### config.mk
export PLATFORM = sky130hd
export DESIGN_NAME = montgomery_reduce_pipe
export DESIGN_NICKNAME = d
export VERILOG_FILES = /design/src/rtl/mont_pkg.sv /design/src/rtl/mont_canon_stage.sv /design/src/rtl/montgomery_reduce_pipe.sv
export SDC_FILE = /design/constraint.sdc
export NUM_CORES = 1
export LEC_CHECK = 0
export ABC_AREA = 1
export CORE_MARGIN = 2
export CORE_UTILIZATION = 45
export DETAILED_ROUTE_END_ITERATION = 6
export SYNTH_ARGS = -nofsm -noshare
export SYNTH_HDL_FRONTEND = slang
export SYNTH_SLANG_ARGS = --single-unit
### constraint.sdc
create_clock -name clock -period 8.5 [get_ports clock]
set_input_delay 2.125 -clock clock [delete_from_list [all_inputs] [get_ports clock]]
set_output_delay 2.125 -clock clock [all_outputs]
set_load 0.01 [all_outputs]
### src/rtl/mont_pkg.sv
// Shared constants, types and helpers for the Montgomery reduction pipeline.
// The optional canonicalising output stage is enabled by defining MONT_CANON_EN.
package mont_pkg;

    // Dilithium defaults: R = 2^32, Q = 8380417, QINV = Q^-1 mod 2^32
    localparam int     DIL_W    = 32;
    localparam longint DIL_Q    = 64'sd8380417;
    localparam longint DIL_QINV = 64'sd58728449;

    // Operand (2W bits) and coefficient (W bits) at the default width
    typedef logic signed [2*DIL_W-1:0] mont_operand_t;
    typedef logic signed [DIL_W-1:0]   mont_coeff_t;

    // Cycles from acceptance to RTS: three arithmetic stages, plus one when the
    // result is folded into [0, Q)
    function automatic int mont_latency(input bit canon);
        return canon ? 4 : 3;
    endfunction

endpackage

### src/rtl/mont_canon_stage.sv
// Optional output stage that maps a signed Montgomery result from (-Q, Q) into
// [0, Q). Instantiated by montgomery_reduce_pipe only when MONT_CANON_EN is defined.
module mont_canon_stage
    import mont_pkg::*;
#(
    parameter int     W         = DIL_W,
    parameter longint Q         = DIL_Q,
    parameter int     TAG_WIDTH = 8
) (
    input  logic                 clock,
    input  logic                 reset,
    input  logic                 en,
    input  logic                 valid_in,
    input  logic signed [W-1:0]  t_in,
    input  logic [TAG_WIDTH-1:0] tag_in,
    output logic                 valid,
    output logic signed [W-1:0]  t,
    output logic [TAG_WIDTH-1:0] tag
);

    localparam logic signed [W-1:0] Q_W = W'(Q);

    // Negative inputs lie in (-Q, 0), so a single add of Q lands them in (0, Q)
    logic signed [W-1:0] t_next;
    assign t_next = (t_in < 0) ? (t_in + Q_W) : t_in;

    // Output register: holds while stalled, loads data only for valid inputs
    always_ff @(posedge clock) begin
        if (reset) begin
            valid <= 1'b0;
            t     <= '0;
            tag   <= '0;
        end else if (en) begin
            valid <= valid_in;
            if (valid_in) begin
                t   <= t_next;
                tag <= tag_in;
            end
        end
    end

endmodule

### src/rtl/montgomery_reduce_pipe.sv
// Fully pipelined Montgomery reduction t = a * 2^-W mod Q, one result per cycle,
// with a valid/ready handshake and a tag riding alongside each operand.
// Define MONT_CANON_EN to append a stage that returns results in [0, Q).
module montgomery_reduce_pipe
    import mont_pkg::*;
#(
    parameter int     W         = DIL_W,
    parameter longint Q         = DIL_Q,
    parameter longint QINV      = DIL_QINV,
    parameter int     TAG_WIDTH = 8
) (
    input  logic                  clock,
    input  logic                  reset,
    input  logic                  RTR,
    input  logic signed [2*W-1:0] a,
    input  logic [TAG_WIDTH-1:0]  tag_in,
    output logic                  in_ready,
    output logic                  RTS,
    output logic signed [W-1:0]   t,
    output logic [TAG_WIDTH-1:0]  tag_out,
    input  logic                  ACK
);

    localparam logic [W-1:0]          QINV_W = W'(QINV);
    localparam logic signed [2*W-1:0] Q_WIDE = (2*W)'(Q);

    // One global enable: the whole pipe freezes only when a result is waiting
    // and downstream refuses it; bubbles otherwise flow through freely.
    logic en;
    assign en       = !(RTS && !ACK);
    assign in_ready = en;

    // valid_reg[0..2] = S1..S3
    logic [2:0] valid_reg;

    logic signed [2*W-1:0] s1_a_reg;
    logic [TAG_WIDTH-1:0]  s1_tag_reg;
    logic signed [W-1:0]   s1_m_reg;
    logic [W-1:0]          s1_m_next;

    logic signed [2*W-1:0] s2_a_reg;
    logic [TAG_WIDTH-1:0]  s2_tag_reg;
    logic signed [2*W-1:0] s2_p_reg;
    logic signed [2*W-1:0] s1_m_ext;
    logic signed [2*W-1:0] s2_p_next;

    logic signed [2*W-1:0] s3_diff;
    logic signed [W-1:0]   s3_t_next;
    logic signed [W-1:0]   s3_t_reg;
    logic [TAG_WIDTH-1:0]  s3_tag_reg;

    // m = a * QINV mod 2^W; only the low word of a can influence it
    assign s1_m_next = a[W-1:0] * QINV_W;

    // |m| < 2^(W-1) and Q < 2^(W-1), so the 2W-bit signed product is exact
    assign s1_m_ext  = {{W{s1_m_reg[W-1]}}, s1_m_reg};
    assign s2_p_next = s1_m_ext * Q_WIDE;

    // a - p is a multiple of 2^W; the arithmetic shift drops an all-zero low word
    assign s3_diff   = s2_a_reg - s2_p_reg;
    assign s3_t_next = W'(s3_diff >>> W);

    // Stage valid bits shift together under the global enable
    always_ff @(posedge clock) begin
        if (reset) begin
            valid_reg <= '0;
        end else if (en) begin
            valid_reg <= {valid_reg[1:0], RTR};
        end
    end

    // S1: capture accepted operand, its tag and the Montgomery multiplier m
    always_ff @(posedge clock) begin
        if (en && RTR) begin
            s1_a_reg   <= a;
            s1_tag_reg <= tag_in;
            s1_m_reg   <= s1_m_next;
        end
    end

    // S2: form p = m * Q and carry the operand and tag forward
    always_ff @(posedge clock) begin
        if (en && valid_reg[0]) begin
            s2_a_reg   <= s1_a_reg;
            s2_tag_reg <= s1_tag_reg;
            s2_p_reg   <= s2_p_next;
        end
    end

    // S3: reduced result in (-Q, Q); cleared on reset so no stale value shows
    always_ff @(posedge clock) begin
        if (reset) begin
            s3_t_reg   <= '0;
            s3_tag_reg <= '0;
        end else if (en && valid_reg[1]) begin
            s3_t_reg   <= s3_t_next;
            s3_tag_reg <= s2_tag_reg;
        end
    end

`ifdef MONT_CANON_EN
    mont_canon_stage #(
        .W         (W),
        .Q         (Q),
        .TAG_WIDTH (TAG_WIDTH)
    ) u_canon (
        .clock    (clock),
        .reset    (reset),
        .en       (en),
        .valid_in (valid_reg[2]),
        .t_in     (s3_t_reg),
        .tag_in   (s3_tag_reg),
        .valid    (RTS),
        .t        (t),
        .tag      (tag_out)
    );
`else
    assign RTS     = valid_reg[2];
    assign t       = s3_t_reg;
    assign tag_out = s3_tag_reg;
`endif

endmodule

---- Word level (Yosys, flattened, before mapping) ----
Cells that the tools add are included.
storage, ports and cells
  register bits ........................... 283
  input port bits ......................... 76
  output and inout port bits .............. 42
  logic and storage cells ................. 18
cells by class
  $add $sub $neg .......................... 1
  multiply operators ...................... 2
  reduce and logical (&&, ||, !) cells .... 6
operator list
  kind                                                                   number
  64-bit subtractor                                                      1
  32-bit by 24-bit multiplier with 56-bit output, second input constant  1
  32-bit by 26-bit multiplier with 32-bit output, second input constant  1
  1-bit logical AND                                                      4
  1-bit logical NOT                                                      2

---- Logic depth before layout (Yosys ltp) ----
  word-level depth ........................ 4
  mapped depth ............................ 24
  depth with buffers taken out ............ 24

---- Least setup slack after synthesis ----
OpenSTA, ideal clock, no wires.
  kind .................................... input-to-reg
  from .................................... input a[2]
  to ...................................... register s1_m_reg[31], data pin
  setup time .............................. 0.252 ns
  arrival time ............................ 5.931 ns
  data required time ...................... 8.248 ns
  setup slack ............................. 2.316 ns
  stages .................................. 19
  buffers on the path ..................... 0
  cells stage by stage .................... fa_1 > ha_1 > ha_1 > inv_1 > fa_1 > inv_1 > ha_1 > inv_1 > fa_1 > inv_1 > ha_1 > ha_1 > nand2_1 > nor2_1 > nor3b_1 > a221oi_1 > inv_1 > nand2_1 > nand2_1
between the ends
  cells in the longest elaborated chain, start to end .. 1
ends and longest elaborated chain
  item                                            RTL line                      source
  start, declared                                 montgomery_reduce_pipe.sv:15  input logic signed [2*W-1:0] a,
  32-bit by 26-bit multiplier with 32-bit output  montgomery_reduce_pipe.sv:53  assign s1_m_next = a[W-1:0] * QINV_W;
  net s1_m_next[31]                               montgomery_reduce_pipe.sv:39  logic [W-1:0] s1_m_next;
  end signal, assigned                            montgomery_reduce_pipe.sv:77  s1_m_reg <= s1_m_next;
  end, declared                                   montgomery_reduce_pipe.sv:38  logic signed [W-1:0] s1_m_reg;
The timed path passes the listed nets, and every way through them passes these cells.
A chain may end at the register's enable or synchronous reset.

---- Worst setup path after layout ----
  from .................................... input a[4]
  to ...................................... register s1_m_reg[31], data pin
Same word-level chain as after synthesis.

==> flow_summary_export.csv <==
group,metric,value,unit
logic_synthesis,netlist_area,0.0255,mm^2
timing,max_freq,154,MHz
logic_synthesis,syn_nets,3658,
layout,nFillCells,5444,
cts,cts-resized-gates,0,
global_routing,grt_use_met3,2.10,%
cts,cts_setup_buffers,0,
cts,cts-htree-levels,1,
timing,period_share,76.5,%
place,dpl.hpwl,61300,um
critical_path,worstSetupStartpointType,"primary input",
timing,hold_violations,0,
place,dp_slack,1.46,ns
floorplan,start_util,45.3,%
cts,holdBufCountCts,0,
timing,finalSetupTns,0,ns
global_routing,overflow,0,
layout,largest_register_ffs,64,
timing,max_slew_margin,45.3,%
route,firstDrtPassIters,6,
layout,final_nets,3797,
global_routing,grt_pass1_vias,19900,
flow_run,cap_violations,0,
floorplan,fp.dieH,242,um
logic_synthesis,yosysTopAreaCellShare,22.8,%
logic_synthesis,ys.warnings.count,0,
cts,cts_tree,"built",
logic_synthesis,ys_seq_area_share,26.1,%
cts,path_clk_slew,0.06,ns
cts,root_buffer,"clkbuf_16",
logic_synthesis,synth_area_per_cell,8.51,um^2
floorplan,row_count,87,
route,drc,0,
logic_synthesis,synth.most_common_cell,"nand2_1",
global_routing,grt_pass1_wl,111000,um
logic_synthesis,async_flop_share,0,%
timing,grt_setup_unrepaired,"no",
global_routing,antenna_found_initial,0,
cts,cts-buffers-inserted,27,
place,io_buffers,117,
critical_path,path_max_fanout,6,
timing,finalWorstSetupSlack,2.00,ns
global_routing,grt-busiest-layer,"met2",
route,via_count,19100,
logic_synthesis,ys.flop_type,"edfxtp_1",
logic_synthesis,netlist_instances,2992,
route,finalWirelength,70300,um
logic_synthesis,synth_common_cells,"nand2_1, inv_1, ha_1",
floorplan,die_area,0.0585,mm^2
logic_synthesis,synth_area_leaders,"edfxtp_1, fa_1, ha_1, nand2_1, inv_1",
run_status,status,"finished clean",
layout,drive_above_1_share,3.52,%
layout,final_core_util,50.7,%
logic_synthesis,ys_ff_latch,236,
global_routing,grt_max_degree,73,
critical_path,worstPathRequired,8.80,ns
floorplan,die_w,242,um
route,drt_iter0_drc,1103,
timing,finalSetupViolations,0,
logic_synthesis,synth_edf_count,193,
global_routing,grt_use_met1,31.3,%
global_routing,grt.total_usage,24.3,%
route,viasPerCell,4.88,
min_path,worstHoldPathType,"flip-flop to flip-flop",
route,detail-route-antenna-nets,0,
floorplan,io_pins,118,
timing,fin_crit,6.50,ns
global_routing,grtUsageMet2,43.6,%
cts,cts_sinks,236,
critical_path,path_class,"primary input to flip-flop",
timing,worst_pin_slew,0.820,ns
logic_synthesis,synth_cell_types,45,
critical_path,cp.arrival,6.80,ns
cts,cts_buffer_depth,3,
layout,syn2layout_area_growth,11.9,%
floorplan,core_area,0.0562,mm^2
timing,slew_viol_final,0,
timing,clock_skew,0.0343,ns
logic_synthesis,yosysTopAreaCell,"edfxtp_1",
place,gp_congestion,0.950,
critical_path,crit_path_end_kind,"flip-flop",
cts,clk_latency,0.57,ns
route,routedWlPerCell,18.0,um
[metal layers]
| metal | vias to the layer above | routed length, um |
|---|---|---|
| li1 | 9658 | - |
| met5 | - | 0 |
| met3 | 82 | 2050 |
| met2 | 348 | 35000 |
| met1 | 8994 | 31200 |
| met4 | 0 | 2080 |
[area by class of cell]
| type | count | area (um^2) | share of cell area, % |
|---|---|---|---|
| antenna | 1 | 2.50 | 0.00879 |
| tap | 756 | 946 | 3.32 |
| timing repair buffer | 122 | 1210 | 4.24 |
| clock buffer | 31 | 691 | 2.43 |
| inverter | 660 | 2480 | 8.72 |
| clock inverter | 18 | 204 | 0.716 |
| multi-input combinational | 2084 | 16300 | 57.2 |
| sequential | 236 | 6660 | 23.4 |
[worst max-delay path: stages]
cell             delay [ns]
clkdlybuf4s50_1        0.64
fa_1                   0.48
ha_1                   0.31
ha_1                   0.28
inv_1                  0.05
fa_1                   0.50
inv_1                  0.04
ha_1                   0.26
inv_1                  0.05
fa_1                   0.50
inv_1                  0.05
ha_1                   0.28
ha_1                   0.37
nand2_1                0.14
nor2_1                 0.07
nor3b_1                0.13
a221oi_1               0.34
inv_1                  0.07
nand2_1                0.07
nand2_1                0.04
[stage by stage]
step	cell area [um^2]	hold slack [ns]	cells
floorplan	25500	0.400	2992
global placement	27600	0.404	3858
detailed placement	27600	0.405	3858
CTS	28500	0.418	3907
global route	28500	0.425	3907
finish	28500	0.416	3908
[cell usage in the layout (no fill, tap or decap), types with 34 or more instances in the layout]
master	n
nand2_1	664
inv_1	647
ha_1	352
nor2_1	268
fa_1	238
edfxtp_1	193
clkdlybuf4s50_1	117
nand3_1	114
a21oi_1	97
xor2_1	82
o21ai_0	56
dfxtp_1	43
nand4_1	34
[path summary, 6_finish.rpt]
check | from | to | slack [ns] | cells past startpoint
setup / recovery | a[4] | s1_m_reg[31]$_DFFE_PP_ | 2.00 | 20
hold / removal | s1_a_reg[28]$_DFFE_PP_ | s2_a_reg[28]$_DFFE_PP_ | 0.42 | 0
setup reg to reg | s1_m_reg[31]$_DFFE_PP_ | s2_p_reg[62]$_DFFE_PP_ | 2.13 | 21
hold reg to reg | s1_a_reg[28]$_DFFE_PP_ | s2_a_reg[28]$_DFFE_PP_ | 0.42 | 0
[logic make-up after synthesis]
group                      share of synthesized area (%)
and+or+nand+nor                                     18.8
buffers and inverters                               9.91
adders and majority gates                           36.0
DFF                                                 26.1
AOI/OAI and AO/OA                                   5.23
xor gates and xnor gates                            3.92
Power is not shown: default switching activity piles up to over one toggle a cycle in this logic, so the estimate is an artifact.
